<file path="config.mk">
export PLATFORM = sky130hd
export DESIGN_NAME = uart_tx_arbiter
export DESIGN_NICKNAME = d
export VERILOG_FILES = /design/src/rtl/uart_tx_arbiter.sv
export SDC_FILE = /design/constraint.sdc
export NUM_CORES = 1
export LEC_CHECK = 0
export CORE_AREA = 2 2 94 69
export CTS_BUF_LIST = sky130_fd_sc_hd__clkbuf_8
export DETAILED_ROUTE_END_ITERATION = 12
export DIE_AREA = 0 0 96 71
export GPL_ROUTABILITY_DRIVEN = 0
export PLACE_DENSITY = 0.83
export SLEW_MARGIN = 15
export SYNTH_ARGS = -nofsm -noshare
export SYNTH_HDL_FRONTEND = slang
export SYNTH_SLANG_ARGS = --single-unit
</file>
<file path="constraint.sdc">
create_clock -name clk -period 2.2 [get_ports clk]
set_input_delay 0.55 -clock clk [delete_from_list [all_inputs] [get_ports clk]]
set_output_delay 0.55 -clock clk [all_outputs]
set_load 0.1 [all_outputs]
</file>
<file path="src/rtl/uart_tx_arbiter.sv">
// Round-robin arbiter that shares one 16-bit UART transmit word channel between N_REQ sources.
// Each granted word is framed {tag, payload}; completion timeout and an inter-word gap follow each word.
module uart_tx_arbiter #(
  parameter int N_REQ          = 4,
  parameter int TAG_BASE       = 0,
  parameter int GAP_CYCLES     = 16,
  parameter int TIMEOUT_CYCLES = 1000000
) (
  input  logic                  clk,
  input  logic                  rst,
  input  logic [N_REQ-1:0]      req_valid,
  input  logic [12*N_REQ-1:0]   req_data,
  output logic [N_REQ-1:0]      req_ack,
  input  logic                  tx_ready,
  input  logic                  tx_done,
  output logic [15:0]           tx_data,
  output logic                  tx_start,
  output logic                  busy,
  output logic                  err_timeout
);

  // state     | meaning
  // IDLE      | waiting for a pending request while the UART is ready
  // WAIT_DONE | word handed to the UART, waiting for tx_done or timeout
  // GAP       | enforced idle clocks after a completed word

  localparam int PW = (N_REQ > 1) ? $clog2(N_REQ) : 1;
  localparam int TW = $clog2(TIMEOUT_CYCLES + 1);
  localparam int GW = (GAP_CYCLES > 0) ? $clog2(GAP_CYCLES + 1) : 1;

  localparam logic [PW-1:0] LAST_RST = PW'(N_REQ - 1);
  localparam logic [TW-1:0] TO_TC    = TW'(TIMEOUT_CYCLES - 1);
  localparam logic [GW-1:0] GAP_LOAD = GW'(GAP_CYCLES);
  localparam logic [PW:0]   N_WRAP   = (PW+1)'(N_REQ);

  typedef enum logic [1:0] {
    IDLE      = 2'd0,
    WAIT_DONE = 2'd1,
    GAP       = 2'd2
  } state_t;

  state_t          state, state_nxt;
  logic [PW-1:0]   last, last_nxt;
  logic [TW-1:0]   to_cnt, to_cnt_nxt;
  logic [GW-1:0]   gap_cnt, gap_cnt_nxt;
  logic [N_REQ-1:0] ack_nxt;
  logic [15:0]     data_nxt;
  logic            start_nxt;
  logic            busy_nxt;
  logic            err_nxt;

  logic            grant_found;
  logic [PW-1:0]   grant_idx;
  logic [PW:0]     cand;
  logic [11:0]     grant_payload;
  logic [3:0]      grant_tag;

  // Search starts one past the last winner and wraps, so every requester gets a turn.
  always_comb begin
    grant_found = 1'b0;
    grant_idx   = last;
    cand        = '0;
    for (int off = 1; off <= N_REQ; off++) begin
      cand = {1'b0, last} + (PW+1)'(off);
      if (cand >= N_WRAP) begin
        cand = cand - N_WRAP;
      end
      if (!grant_found && req_valid[cand[PW-1:0]]) begin
        grant_found = 1'b1;
        grant_idx   = cand[PW-1:0];
      end
    end
  end

  always_comb begin
    grant_payload = '0;
    for (int i = 0; i < N_REQ; i++) begin
      if (grant_idx == PW'(i)) begin
        grant_payload = req_data[12*i +: 12];
      end
    end
    grant_tag = 4'(TAG_BASE) + 4'(grant_idx);
  end

  always_comb begin
    state_nxt   = state;
    last_nxt    = last;
    to_cnt_nxt  = to_cnt;
    gap_cnt_nxt = gap_cnt;
    data_nxt    = tx_data;
    start_nxt   = 1'b0;
    ack_nxt     = '0;
    err_nxt     = 1'b0;

    case (state)
      IDLE: begin
        if (grant_found && tx_ready) begin
          start_nxt          = 1'b1;
          ack_nxt[grant_idx] = 1'b1;
          data_nxt           = {grant_tag, grant_payload};
          last_nxt           = grant_idx;
          to_cnt_nxt         = '0;
          state_nxt          = WAIT_DONE;
        end
      end

      WAIT_DONE: begin
        // Completion has priority over a timeout landing on the same clock.
        if (tx_done) begin
          to_cnt_nxt = '0;
          if (GAP_CYCLES > 0) begin
            gap_cnt_nxt = GAP_LOAD;
            state_nxt   = GAP;
          end else begin
            state_nxt = IDLE;
          end
        end else if (to_cnt == TO_TC) begin
          err_nxt    = 1'b1;
          to_cnt_nxt = '0;
          state_nxt  = IDLE;
        end else begin
          to_cnt_nxt = to_cnt + 1'b1;
        end
      end

      GAP: begin
        if (gap_cnt <= GW'(1)) begin
          gap_cnt_nxt = '0;
          state_nxt   = IDLE;
        end else begin
          gap_cnt_nxt = gap_cnt - 1'b1;
        end
      end

      default: begin
        state_nxt = IDLE;
      end
    endcase

    busy_nxt = (state_nxt != IDLE);
  end

  always_ff @(posedge clk or posedge rst) begin
    if (rst) begin
      state       <= IDLE;
      last        <= LAST_RST;
      to_cnt      <= '0;
      gap_cnt     <= '0;
      tx_data     <= '0;
      tx_start    <= 1'b0;
      req_ack     <= '0;
      busy        <= 1'b0;
      err_timeout <= 1'b0;
    end else begin
      state       <= state_nxt;
      last        <= last_nxt;
      to_cnt      <= to_cnt_nxt;
      gap_cnt     <= gap_cnt_nxt;
      tx_data     <= data_nxt;
      tx_start    <= start_nxt;
      req_ack     <= ack_nxt;
      busy        <= busy_nxt;
      err_timeout <= err_nxt;
    end
  end

endmodule

</file>
==> metrics, run 1 <==
status=finished, final reports clean; slowest CP cell=or4b_1; Critical Path Max Stage Delay=0.55 ns; synthesis-stage register bit count=50; Cell variety after synth=58; R2R depth=7; synthesis warning total=0; Layout Utilization=around two thirds; final WL=around 8000 µm; fin cells=460; crit-path cells=clkdlybuf4s50_1, nor4_2, or4b_1, inv_4, o211ai_4, buf_4, buf_4, nor2_1; share of cells above drive strength 1=22.3%; Slew HR=49.6%; synthesis-to-finish area growth=39.4%; crit path time final=2.19 ns; CTS Root Cell=clkbuf_8; top post-synthesis cells by area=dfrtp_1 (42%), a21oi_1 (3.5%), a221o_1 (3.2%), mux2_2 (3.2%), nand4_1 (3.1%); Yosys top cell area share=42.3%; Core Area=around 6000 µm²; Reg-to-Reg End=to_cnt[12]$_DFFE_PP0P_; Critical Path Sink Type=register; Mapped Cells=292; Starting Density=47.5%; clock skew=0.00988 ns; maximum VDD drop=0.841 mV; Longest Clk Path Bufs=2; via count of the first global-routing pass=2,588; Final period util=between 90% and 100%; Pwr Total=5.14 mW; top_reg_cell synth=dfrtp_1; I/O pin total=between 70 and 80; endpoints failing hold=0; total number of vias=approximately 2,800; die area=6820 µm²; ys async rst share=100%; number of max-cap violations=0; type of origin of the critical path=primary input; EDFF count, synth=0; CP Data Required Time=roughly 2.5 ns; total grt overflow=0; Top Family by Delay on Critical Path=buffers and inverters; Power Density=1300 nW/µm²; count leader, synth=dfrtp_1; post-synth top area cell=dfrtp_1; overall routing resource usage=about a quarter; arrival time worst endpoint=2.44 ns; TritonCTS clock tree=done; Synth top cells by count=dfrtp_1 (48), a21oi_1 (20), nand2_1 (19); HPWL Detailed=5590 µm; dominant cell type by count on the critical path=buf_4; R2R setup slack=0.19 ns; static leakage=roughly 1.7 nW; Skew-Pair Late Insertion Delay=0.31 ns; worst min path class=in -> async; Slew Viols, Final=0; drt drc=0; DR pass1 iterations=5; Final WS setup=0.0129 ns; Setup-failing EPs final=0; critical register-to-register path startpoint=to_cnt[0]$_DFFE_PP0P_; IO buf count=76; Antenna Cells=0; wire per inst=17.4 µm; worst slack at placement=-0.364 ns; Hold Buf Count CTS=0; die span in x=96 µm; type of the worst setup path=in -> reg; DRT antenna net count=0; CTS H-tree depth=2; first-pass GRT wire length=12,800 µm; worst-margin pin slew=0.756 ns; Die H=71 µm; worst-path fanout max=7; largest net degree at the start of global routing=35; f_max=roughly 0.46 GHz; critical path depth=8; cell area after layout=3960 µm²; Clock Pin Slew Worst Setup and Hold Paths=0.10 ns; Placement Cell Area=around 3700 µm²; vias per cell=6.05; row cnt=24; Post-Place Cells=447; initial detailed-routing violation count=224; CP Buf/Inv Count=4; initial antenna violation count=0; CTS sink cnt=50; mapped cell area=2840 µm²; Post-Syn Area per Cell=9.71 µm²; TritonCTS Buffers=5; Total Nets Final=440; Seq/Total Area, Yosys=44.2%
-- cells in the final DEF, fill, tap and decap left out, types with 3 or more instances in the layout --
master,Yosys,layout
o31ai_1,9,9
clkbuf_8,0,5
mux2_2,8,8
o21ai_0,13,13
dfrtp_1,48,48
buf_4,3,42
nor3_1,4,4
buf_12,0,3
nor2_1,18,18
nand2_1,19,19
inv_1,4,3
a221o_1,9,9
a31oi_1,12,12
a211oi_1,9,5
a21o_1,4,4
clkdlybuf4s50_1,0,52
a211oi_2,0,4
a21oi_1,20,20
nand2b_1,6,6
and4_1,9,9
and3_1,3,3
ha_1,3,3
nand4_1,14,14
nand3_1,12,12
mux2i_1,6,6
-- worst reg2reg max path, stage by stage (launching register included) --
cell	delay [ns]
dfrtp_1	0.42
ha_1	0.22
and4_1	0.30
and3b_1	0.27
a21oi_2	0.09
buf_12	0.17
and3_1	0.18
a221o_1	0.25
-- logic make-up after synthesis --
| family | after synthesis | share of synthesized area (%) |
|---|---|---|
| compound gates | 90 | 22.2 |
| buf+inv | 26 | 4.59 |
| xor+xnor | 2 | 0.618 |
| mux | 15 | 5.69 |
| other cells | 1 | 0.132 |
| flops | 50 | 44.2 |
| fa+ha+maj | 3 | 1.32 |
| simple gates | 105 | 21.2 |
-- registers in the layout, indices dropped and copies added, names as in the netlist --
| name | cells |
|---|---|
| busy | 1 |
| to_cnt | 20 |
| tx_data | 14 |
| tx_start | 1 |
| req_ack | 4 |
| state | 2 |
| last | 2 |
| gap_cnt | 5 |
| err_timeout | 1 |
-- repair_timing --
action                     4_1_cts  5_1_grt
gates cloned                     1        1
setup buffers                    1        2
gates resized for setup          7       10
setup endpoints to repair       10       15
pin swaps                        0        1
-- area by class of cell --
class                      count  area (µm²)
clock buffer                   5        68.8
clock inverter                 3        40.0
fill                         444        2020
inverter                       5        21.3
multi-input combinational    219        1540
sequential                    50        1250
tap                           78        97.6
timing repair buffer         100         930
-- report_power, final --
part           internal (mW)  switching (mW)  leakage (nW)
combinational          0.998            2.09          1.00
sequential              1.18           0.215         0.647
clock                  0.335           0.319        0.0579
total                   2.51            2.63          1.71
-- worst max-delay path by stage --
stage                              endpoint    startpoint  slack (ns)
global placement    tx_data[11]$_DFFE_PP0P_  req_valid[0]       -0.28
CTS                  tx_data[1]$_DFFE_PP0P_  req_valid[2]        0.01
global route         tx_data[5]$_DFFE_PP0P_  req_valid[3]       -0.02
detailed placement   tx_data[6]$_DFFE_PP0P_  req_valid[0]       -0.36
finish                 req_ack[1]$_DFF_PP0_  req_valid[3]        0.01
floorplan            tx_data[0]$_DFFE_PP0P_  req_valid[0]        0.25
-- per-layer routing --
| metal | routed length, µm | global-route usage [%] | up-vias | share of wire (%) |
|---|---|---|---|---|
| met3 | 539 | 4.58 | 24 | 6.7 |
| met1 | 3700 | 35.5 | 1325 | 46 |
| met4 | 226 | 7.78 | 0 | 2.8 |
| met2 | 3550 | 36.3 | 140 | 44 |
| met5 | 0 | 0 | - | 0 |
| li1 | - | - | 1293 | - |
-- stage by stage --
step	setup TNS, ns	hold WS [ns]
floorplan	0	0.442
global placement	-7.33	0.457
detailed placement	-11.59	0.485
CTS	0	0.500
global route	-0.0626	0.522
finish	0	0.503
Power figures use the tool's default switching activity.
==> run 2: changes to the inputs <==
--- a/config.mk
+++ b/config.mk
@@ -11,6 +11,7 @@
 export DIE_AREA = 0 0 96 71
 export GPL_ROUTABILITY_DRIVEN = 0
 export PLACE_DENSITY = 0.83
+export REMOVE_ABC_BUFFERS = 1
 export SLEW_MARGIN = 15
 export SYNTH_ARGS = -nofsm -noshare
 export SYNTH_HDL_FRONTEND = slang
==> run 2 against run 1 <==
  * Clock power down 18%
  * Worst hold slack worse by 0.014 ns
  * Register-to-register slack got worse by 0.05 ns
  * Total power decreased by 3.3%
  * Flip-flop and latch count is the same
  * Utilization shrank 0.94 points
  * Routed wire length shrank 1.7%
  * Fmax grew 0.22%
  * Largest cell class unchanged
  * Highest routed layer unchanged
==> metrics, run 2 (synthesis results as in run 1) <==
status=finished, final reports clean; setup TNS=0 ns; fin cells=460; via count of the first global-routing pass=2,675; Die H=71 µm; die area=6820 µm²; overall routing resource usage=between 20% and 30%; Final Hold Slack=~0.49 ns; Starting Density=47.5%; static leakage=1.68 nW; I/O pin total=between 70 and 80; share of cells above drive strength 1=20.7%; commonest non-fill, non-tap cell in the layout=clkdlybuf4s50_1; Critical Path Sink Type=register; endpoints failing hold=0; Setup-failing EPs final=0; DRT antenna net count=0; Final WS setup=0.0177 ns; Slew HR=50.0%; Hold Buf Count CTS=0; TritonCTS Buffers=5; slowest CP cell=clkdlybuf4s50_1; CP Buf/Inv Count=3; Layout Utilization=between 60% and 70%; CTS H-tree depth=2; type of origin of the critical path=primary input; largest net degree at the start of global routing=39; row cnt=24; Core Area=5980 µm²; crit path time final=2.18 ns; arrival time worst endpoint=2.36 ns; Final period util=99.2%; die span in x=96 µm; Clock Pin Slew Worst Setup and Hold Paths=approximately 0.090 ns; Critical Path Max Stage Delay=0.44 ns; cell area after layout=between 3000 and 4000 µm²; CTS sink cnt=50; Post-Place Cells=450; CP Data Required Time=2.38 ns; Slew Viols, Final=0; initial detailed-routing violation count=127; worst-margin pin slew=~0.75 ns; unrepaired setup endpoints after global routing=yes; worst slack at placement=-0.344 ns; Placement Cell Area=roughly 3800 µm²; Antenna Cells=0; Skew-Pair Late Insertion Delay=0.30 ns; worst min path class=reg -> reg; vias per cell=5.83; total number of vias=2,681; Pwr Total=between 4 and 5 mW; TritonCTS clock tree=done; Longest Clk Path Bufs=2; Total Nets Final=440; wire per inst=17.1 µm; worst-path fanout max=14; first-pass GRT wire length=between 10,000 and 15,000 µm; IO buf count=76; drt drc=0; Largest regs=to_cnt (20), tx_data (14), gap_cnt (5); maximum VDD drop=0.664 mV; Power Density=1280 nW/µm²; synthesis-to-finish area growth=37.5%; final WL=~7900 µm; Top reg by flops=to_cnt; total grt overflow=0; crit-path cells=clkdlybuf4s50_1, nor4_1, or4b_4, buf_4, nor2_2, buf_12, a221o_1; number of max-cap violations=0; f_max=0.458 GHz; HPWL Detailed=roughly 5700 µm; CTS Root Cell=clkbuf_8; DR pass1 iterations=4; Top Family by Delay on Critical Path=buffers and inverters; most frequent cells in the layout=clkdlybuf4s50_1 (54), dfrtp_1 (48), buf_4 (43); clock skew=roughly 0.0098 ns; number of flip-flops in the largest register=20; initial antenna violation count=0; type of the worst setup path=in -> reg
-- run 2: path summary, 6_finish.rpt --
check	startpoint	cells after the start	end	slack [ns]
setup / recovery	req_valid[1]	7	tx_data[9]$_DFFE_PP0P_	0.02
hold / removal	tx_data[13]$_DFFE_PP0P_	1	tx_data[13]$_DFFE_PP0P_	0.49
setup reg to reg	to_cnt[0]$_DFFE_PP0P_	7	to_cnt[12]$_DFFE_PP0P_	0.14
hold reg to reg	tx_data[13]$_DFFE_PP0P_	1	tx_data[13]$_DFFE_PP0P_	0.49
max in group asynchronous	rst	3	last[0]$_DFFE_PP1P_	1.12
min in group asynchronous	rst	2	tx_data[3]$_DFFE_PP0P_	0.52
-- run 2: routing by layer --
metal | wire (µm) | part of all wire (%) | global-route usage, %
met5 | 0 | 0 | 0
met4 | 136 | 1.7 | 6.19
met3 | 358 | 4.5 | 3.30
met2 | 3840 | 49 | 40.0
met1 | 3540 | 45 | 34.6
-- run 2: worst register-to-register path, cell delays in order (launching register included) --
cell and delay [ns]:
dfrtp_1 0.42, ha_1 0.23, and4_1 0.33, and3b_1 0.27, a21oi_2 0.10, buf_12 0.17, and3_1 0.18, a221o_1 0.26
-- run 2: where the power goes --
group	leakage [nW]	internal [mW]	switching [mW]
combinational	0.983	0.988	2.06
sequential	0.647	1.18	0.205
clock	0.0538	0.248	0.290
total	1.68	2.42	2.56
-- run 2: layout make-up --
cell class                      count  area (µm²)
Clock buffer                        6        82.6
Clock inverter                      2        7.51
Fill cell                         472        2080
Inverter                            5        21.3
Multi-Input combinational cell    218        1500
Sequential cell                    50        1250
Tap cell                           78        97.6
Timing Repair Buffer              101         936
-- run 2: repair_timing --
action | CTS | global route
cloned | 1 | 0
setup endpoints to repair | 7 | 25
pin swaps | 0 | 0
gates resized for setup | 2 | 7
buffers inserted | 1 | 0
